[config.mk]
export PLATFORM = sky130hd
export DESIGN_NAME = led_pulse_stretch
export DESIGN_NICKNAME = d
export VERILOG_FILES = /design/src/rtl/led_pulse_stretch_pkg.sv /design/src/rtl/led_pulse_stretch_cycle_timer.sv /design/src/rtl/led_pulse_stretch.sv
export SDC_FILE = /design/constraint.sdc
export NUM_CORES = 1
export LEC_CHECK = 0
export CAP_MARGIN = 20
export CORE_AREA = 2 2 60 62
export CTS_BUF_LIST = sky130_fd_sc_hd__clkbuf_16
export DETAILED_ROUTE_END_ITERATION = 12
export DIE_AREA = 0 0 62 64
export GPL_TIMING_DRIVEN = 0
export PLACE_DENSITY = 0.78
export SETUP_SLACK_MARGIN = 0.5
export SYNTH_ARGS = -nofsm -noshare
export SYNTH_HDL_FRONTEND = slang
export SYNTH_SLANG_ARGS = --single-unit
[constraint.sdc]
create_clock -name clk -period 1.67 [get_ports clk]
set_input_delay 0.2505 -clock clk [delete_from_list [all_inputs] [get_ports clk]]
set_output_delay 0.2505 -clock clk [all_outputs]
set_load 0.1 [all_outputs]
[src/rtl/led_pulse_stretch_pkg.sv]
// led_pulse_stretch_pkg: shared state encodings and default 10 MHz blink timing
package led_pulse_stretch_pkg;

    typedef enum logic [1:0] {
        ST_IDLE = 2'd0,
        ST_ON   = 2'd1,
        ST_GAP  = 2'd2
    } state_t;

    localparam int LED_ON_200MS  = 2000000;
    localparam int LED_OFF_100MS = 1000000;

endpackage

[src/rtl/led_pulse_stretch_cycle_timer.sv]
// led_pulse_stretch_cycle_timer: clearable up-counter flagging equality with a terminal count
module led_pulse_stretch_cycle_timer #(
    parameter int CNT_W = 24
) (
    input  logic             clk,
    input  logic             rst,
    input  logic             clr,
    input  logic [CNT_W-1:0] tc,
    output logic             done
);

    logic [CNT_W-1:0] cnt;

    // count up every cycle; clr restarts the phase at zero
    always_ff @(posedge clk) begin
        if (rst || clr) cnt <= '0;
        else            cnt <= cnt + CNT_W'(1);
    end

    assign done = (cnt == tc);

endmodule

[src/rtl/led_pulse_stretch.sv]
// led_pulse_stretch: turns event strobes into queued, visible LED blinks (option: LED_STRETCH_RETRIGGER_EN)
module led_pulse_stretch
    import led_pulse_stretch_pkg::*;
#(
    parameter int ON_CYCLES  = LED_ON_200MS,
    parameter int OFF_CYCLES = LED_OFF_100MS,
    parameter int CNT_W      = 24,
    parameter int PEND_W     = 4
) (
    input  logic              clk,
    input  logic              rst,
    input  logic              pulse_in,
    output logic              led_out,
    output logic              busy,
    output logic [PEND_W-1:0] pend,
    output logic              overflow
);

    localparam logic [PEND_W-1:0] PEND_MAX = '1;

    state_t           state;
    state_t           state_nxt;
    logic [CNT_W-1:0] tc;
    logic             done;
    logic             clr;
    logic             active;
    logic             retrig;
    logic             on_end;
    logic             gap_end;
    logic             inc;

    assign active = (state == ST_ON) || (state == ST_GAP);

`ifdef LED_STRETCH_RETRIGGER_EN
    assign retrig = pulse_in && (state == ST_ON);
`else
    assign retrig = 1'b0;
`endif

    // one timer serves both phases; the terminal count follows the current phase
    assign tc      = (state == ST_ON) ? CNT_W'(ON_CYCLES - 1) : CNT_W'(OFF_CYCLES - 1);
    assign on_end  = (state == ST_ON) && done && !retrig;
    assign gap_end = (state == ST_GAP) && done;
    assign clr     = !active || on_end || gap_end || retrig;
    assign inc     = pulse_in && active && !retrig;

    led_pulse_stretch_cycle_timer #(
        .CNT_W(CNT_W)
    ) u_timer (
        .clk (clk),
        .rst (rst),
        .clr (clr),
        .tc  (tc),
        .done(done)
    );

    // state register
    always_ff @(posedge clk) begin
        if (rst) state <= ST_IDLE;
        else     state <= state_nxt;
    end

    // next state: a blink follows a gap when anything is queued or arriving now
    always_comb begin
        state_nxt = ST_IDLE;
        case (state)
            ST_IDLE: state_nxt = pulse_in ? ST_ON : ST_IDLE;
            ST_ON:   state_nxt = on_end ? ST_GAP : ST_ON;
            ST_GAP:  state_nxt = !gap_end ? ST_GAP : ((pend != '0) || pulse_in) ? ST_ON : ST_IDLE;
            default: state_nxt = ST_IDLE;
        endcase
    end

    // outputs decode the state register directly, so they change only on clock edges
    always_comb begin
        led_out = (state == ST_ON);
        busy    = (state != ST_IDLE);
    end

    // pending queue: at gap end one queued event is consumed while a new one may enter
    always_ff @(posedge clk) begin
        if (rst) begin
            pend     <= '0;
            overflow <= 1'b0;
        end else begin
            overflow <= overflow || (inc && !gap_end && (pend == PEND_MAX));
            pend     <= !active ? '0 :
                        gap_end ? ((pend != '0) ? pend - PEND_W'(1) + PEND_W'(inc) : '0) :
                        (inc && (pend != PEND_MAX)) ? pend + PEND_W'(1) : pend;
        end
    end

endmodule

Word-level counts from Yosys, hierarchy flattened
Index checks and enable logic that the tools add are counted.

word-level totals
  bits in registers = 31
  input bits = 3
  word-level logic and storage cells = 42

cells by class
  reduce and logical (&&, ||, !) cells = 19
  bitwise gates (word level) = 1
  $add $sub $neg = 4
  equality and inequality tests = 5
  muxes and demuxes = 9

operator list
  kind                     number
  $add A24 B1 Y24 const B  1
  $eq A24 B21 Y1           1
  $mux W21                 1
  $mux W4                  3
  $logic_and A1 B1 Y1      6
  $logic_or A1 B1 Y1       6
  $pmux W2 S3              1
  $add A4 B1 Y4            1
  $add A4 B1 Y4 const B    1
  $eq A4 B4 Y1 const B     1
  $mux W2                  2
  $ne A4 B4 Y1 const B     1
  $reduce_bool A2 Y1       2
  $reduce_bool A4 Y1       1
  $sub A4 B1 Y4 const B    1
  $eq A2 B1 Y1 const B     1
  $eq A2 B2 Y1 const B     1
  $logic_not A1 Y1         2
  $logic_not A2 Y1         1
  $mux W1                  2
  $reduce_or A2 Y1         1
  $not A1 Y1               1

Longest topological paths before layout
  depth after elaboration = 8
  depth in mapped cells = 9

Modules after synthesis
A second synthesis with hierarchy kept.

unflattened totals
  cell total of the unflattened synthesis = 217
  area, all modules = 1891.8 µm²

by module, submodules not included
  module                         sequential area each (µm²)  area each (µm²)  cells each  times used
  led_pulse_stretch_cycle_timer  480.5                       1335.0           155         1
  led_pulse_stretch              140.1                       556.8            62          1

Least setup slack after synthesis
Ideal clock, no wire load.

  path type = reg-to-reg
  from = reg state[1]
  to = reg u_timer.cnt[15]
  slack = -0.782 ns
  required time = 1.607 ns
  stages on the path, launching flop included = 10
  library setup time = 0.063 ns
  path buffers = 2
  arrival = 2.389 ns
  cell sequence = dfxtp_1 inv_1 ha_1 xnor2_1 and4_1 o211a_1 or3_1 buf_2 buf_6 nor2_2

between the ends
  word-level cells in the longest chain between the ends = 7
  elaborated cells between the ends (all ways) = 11
  those cells by class = eq/ne (3); mux (1); reduce/logical (7)

RTL lines
  what                      RTL line                             text
  start: declaration        led_pulse_stretch.sv:21              state_t state;
  start signal: assignment  led_pulse_stretch.sv:60              else state <= state_nxt;
  $eq A2 B1 Y1 *            n/a
  via led_out               led_pulse_stretch.sv:13              output logic led_out,
  $mux W21                  led_pulse_stretch.sv:41              assign tc = (state == ST_ON) ? CNT_W'(ON_CYCLES - 1) : CNT_W'(OFF_CYCLES - 1);
  $eq A24 B21 Y1            led_pulse_stretch_cycle_timer.sv:20  assign done = (cnt == tc);
  $logic_and A1 B1 Y1       led_pulse_stretch.sv:42              assign on_end = (state == ST_ON) && done && !retrig;
  $logic_or A1 B1 Y1        led_pulse_stretch.sv:44              assign clr = !active || on_end || gap_end || retrig;
  $logic_or A1 B1 Y1 *      led_pulse_stretch.sv:44
  $logic_or A1 B1 Y1 *      led_pulse_stretch_cycle_timer.sv:16  if (rst || clr) cnt <= '0;
  end signal: assignment    led_pulse_stretch_cycle_timer.sv:17  else cnt <= cnt + CNT_W'(1);
  end: declaration          led_pulse_stretch_cycle_timer.sv:12  logic [CNT_W-1:0] cnt;

Mark *: on every way through the listed nets, which the timed path passes. The rest lies on a longest branch.
A chain may end at the register's enable or synchronous reset.

Final worst setup path
  from = reg state[1]
  to = reg u_timer.cnt[18]

between the ends
  word-level cells in the longest chain between the ends = 7
  elaborated cells between the ends (all ways) = 11
  those cells by class = eq/ne (3); mux (1); reduce/logical (7)

RTL lines
  what                  RTL line
  $eq A2 B1 Y1          led_pulse_stretch.sv:32, led_pulse_stretch.sv:41, led_pulse_stretch.sv:42
  $mux W21              led_pulse_stretch.sv:41
  $eq A24 B21 Y1        led_pulse_stretch_cycle_timer.sv:20
  $logic_and A1 B1 Y1   led_pulse_stretch.sv:42
  $logic_or A1 B1 Y1    led_pulse_stretch.sv:44
  $logic_or A1 B1 Y1 *  led_pulse_stretch.sv:44
  $logic_or A1 B1 Y1 *  led_pulse_stretch_cycle_timer.sv:16

Every way passes the cells marked *; elsewhere a longest branch is shown, timed or not.

==> summary.md <==
| Metric | Value |
|---|---|
| Largest family of logic cells by synthesized area | `simple AND/OR/NAND/NOR gates` |
| Worst VDD drop | `780.1 µV` |
| Clock transition at path regs | `50 ps` |
| # fillers | `214` |
| Warnings, synthesis | `0` |
| Ant. Diodes | `0` |
| Hold Violations, Final | `0` |
| Total global routing overflow | `0` |
| Asr flop ratio synth | `0%` |
| DRC viols | `0` |
| Setup slack after layout | `-193.5 ps` |
| Nets@finish | `233` |
| Critical path's slowest cell | `or3_4` |
| # Max-Cap Violations | `0` |
| Seq cells post-synth | `31` |
| Final core utilization | `75.43%` |
| Clock H-tree levels | `2` |
| Crit path DAT | `2080 ps` |
| Sw frac | `24.21%` |
| Final Max Slew Viols | `0` |
| Router iterations before antenna repair | `4` |
| GRT Total Usage | `23.10%` |
| Tmin final | `1864 ps` |
| Met3 Resource Use GR | `6.275%` |
| Post-synth EDFFs | `0` |
| Max Freq | `536.6 MHz` |
| Synth Area in Compound Gates | `7.652%` |
| Mapped Area | `0.001652 mm²` |
| Drt wl/cell | `16.99 µm` |
| Count of final setup violators | `30` |
| Cells after Synth | `187` |
| Comb power frac | `12.2%` |
| Min-Delay Path Class | `reg2reg` |
| Pint | `1.375 mW` |
| Worst-Skew Late Latency | `280 ps` |
| Post-synthesis simple-gate area fraction | `28.71%` |
| Sequential share of power | `41.1%` |
| Layout area overhead | `50.00%` |
| Crit path kind | `reg2reg` |
| GRT busiest layer | `met2` |
| GP Congestion | `0.8005` |
| Post-Syn Area per Cell | `8.832 µm²` |
| Die width | `62 µm` |
| Total Wirelength | `4552 µm` |
| Vias/cell | `5.668` |
| Placed Cells | `242` |
| Drt initial violations | `144` |
| Leakage power | `0.9072 nW` |
| RSZ-0062 raised after global routing | `yes` |
| Largest net degree at the start of global routing | `11` |
| IO Pins | `10` |
| HPWL after DPL | `2195 µm` |
| Tcrit/Tclk final | `111.6%` |
| Worst setup SP type | `flip-flop` |
| Die area | `0.003968 mm²` |
| Crit Path Max Fanout | `6` |
| Vert. Die Dim | `64 µm` |
| CTS buffer count | `5` |
| First-pass GRT wire length | `6644 µm` |
| Dpl cell area | `0.001841 mm²` |
| Syn_nets | `199` |
| Fin Hold WS | `484.6 ps` |
| Share of layout cells above drive strength 1 | `41.89%` |
| Required time worst endpoint | `1890 ps` |
| Grt met2 use | `33.85%` |
| Non-Filler Instances | `268` |
| Worst slew pin tran | `476.4 ps` |
| Max-slew headroom | `68.24%` |
| Design Area, Final | `0.002477 mm²` |
| Grt met1 use | `28.46%` |
| Via Count | `1519` |
| Antenna-violating nets left | `0` |
| PortBufs | `9` |
| Core footprint | `0.003284 mm²` |
| Synth unique cells | `38` |
| CP dominant cell by count | `buf_12` |
| CTS tree | `done` |
| Skew final | `6.933 ps` |
| Root buf cell | `clkbuf_16` |
| Vias in the first global route | `1417` |
| Initial Utilization | `50.29%` |
| Post-Synth Adder-Cell Area | `6.818%` |
| Switching power | `0.4391 mW` |
| Power per cell area | `732.2 mW/mm²` |
| Initial antenna violation count | `0` |
| Post-synthesis mux area share | `1.288%` |
| Max incr delay on CP | `380 ps` |
| Failing checks | `setup timing` |
| Status | `finished with violations` |
| Worst-case clock buffer depth | `2` |
| Post-synthesis sequential area ratio | `37.58%` |
| Synth Area in XOR/XNOR | `13.26%` |
| Main flop type after synthesis | `dfxtp_1` |
| Worst setup EP type | `flip-flop` |
| Setup TNS | `-4922 ps` |
| Sink Count | `31` |
| Clk pwr share | `46.8%` |
| CP Cell Sequence | `inv_2, ha_4, and4b_1, o211a_4, or3_4, buf_12, buf_12, nor2_4` |
| Std cell rows | `21` |
[power groups by stage]
stage | logic [mW] | clock network [mW] | registers, mW
floorplan | 0.0935 | 0 | 0.764
global placement | 0.123 | 0 | 0.761
detailed placement | 0.123 | 0 | 0.761
CTS | 0.172 | 0.856 | 0.747
global route | 0.233 | 0.911 | 0.745
finish | 0.220 | 0.848 | 0.745
[path summary, 6_finish.rpt]
check / start / to / slack [ps] / depth (start not counted)
worst min-delay path: overflow / overflow / 480 / 1
worst min register to register: overflow / overflow / 480 / 1
worst max register to register: state[1] / u_timer.cnt[18] / -190 / 8
worst max-delay path: state[1] / u_timer.cnt[18] / -190 / 8
[final cells by class]
class	instances	area (µm²)	share of cell area, %
clock inverter	3	11.26	0.4545
buffer	7	80.08	3.232
multi-input combinational	141	1230	49.65
clock buffer	5	125.1	5.050
tap	46	57.56	2.323
timing repair buffer	27	291.5	11.77
inverter	8	33.78	1.364
sequential	31	648.1	26.16
[logic make-up (layout without fill, tap and decap cells)]
family                     after synthesis  after routing
AOI/OAI and AO/OA                       17             17
buffers and inverters                   15             50
muxes                                    2              2
and+or+nand+nor                         88             88
adders and majority gates                9              9
DFF                                     31             31
xor gates and xnor gates                25             25
[synthesized netlist by cell type, types with 2 or more instances]
master / count / area (µm²)
dfxtp_1: 31 / 620.6
buf_2: 2 / 10.01
inv_1: 8 / 30.03
o211a_1: 3 / 30.03
nor2_1: 25 / 93.84
nor3_1: 4 / 20.02
a21oi_1: 6 / 30.03
a311oi_1: 3 / 26.28
ha_1: 9 / 112.6
nor4_1: 3 / 18.77
nand2b_1: 2 / 12.51
nand3_1: 11 / 55.05
xnor2_1: 12 / 105.1
buf_6: 2 / 22.52
nor2_2: 10 / 62.56
and3_1: 4 / 25.02
nand2_1: 10 / 37.54
clkbuf_1: 2 / 7.510
xor2_1: 13 / 113.9
and4_1: 3 / 26.28
nand4_1: 7 / 43.79
[flip-flops by register name, summed over array words and instances (netlist names)]
signal       count
pend             4
state            2
u_timer.cnt     24
overflow         1
[critical path: cells and delay by family, from the launching register on]
kind,cells,cell delay (ps)
AOI/OAI and AO/OA,1,250
and+or+nand+nor,3,690
buffers and inverters,3,350
adders and majority gates,1,180
DFF,1,330
[layout by cell type (no fill, tap or decap), drive strengths merged, types with 2 or more instances in the layout]
| cell | Yosys | layout |
|---|---|---|
| clkdlybuf4s50 | 0 | 2 |
| o211a | 3 | 3 |
| ha | 9 | 9 |
| and3 | 4 | 4 |
| xor2 | 13 | 13 |
| nor4 | 4 | 4 |
| and4 | 3 | 3 |
| xnor2 | 12 | 12 |
| clkbuf | 2 | 7 |
| nand2 | 10 | 10 |
| a21oi | 6 | 6 |
| nand3 | 11 | 11 |
| a311oi | 3 | 3 |
| nand4 | 7 | 7 |
| nor3 | 4 | 4 |
| inv | 8 | 8 |
| nand2b | 2 | 2 |
| clkinv | 0 | 2 |
| dfxtp | 31 | 31 |
| buf | 5 | 30 |
| nor2 | 35 | 35 |
[metrics by stage]
| step | power, mW | setup slack (ps) |
|---|---|---|
| finish | 1.814 | -193.5 |
| global route | 1.890 | -267.0 |
| CTS | 1.774 | -117.9 |
| detailed placement | 0.8841 | -466.4 |
| global placement | 0.8838 | -461.3 |
| floorplan | 0.8571 | -155.6 |
[metal layers]
layer	vias up	share of wire, %
met5	-	0
met2	34	52
met4	0	2.2
met3	12	3.6
met1	752	42
li1	721	-
[timing repair]
item	in CTS	in global routing
pin swaps	10	17
hold buffers	0	0
resized for setup	76	53
setup buffers	10	6
setup endpoints to repair	38	34
gates cloned	2	0
(Power assumes the default switching activity.)
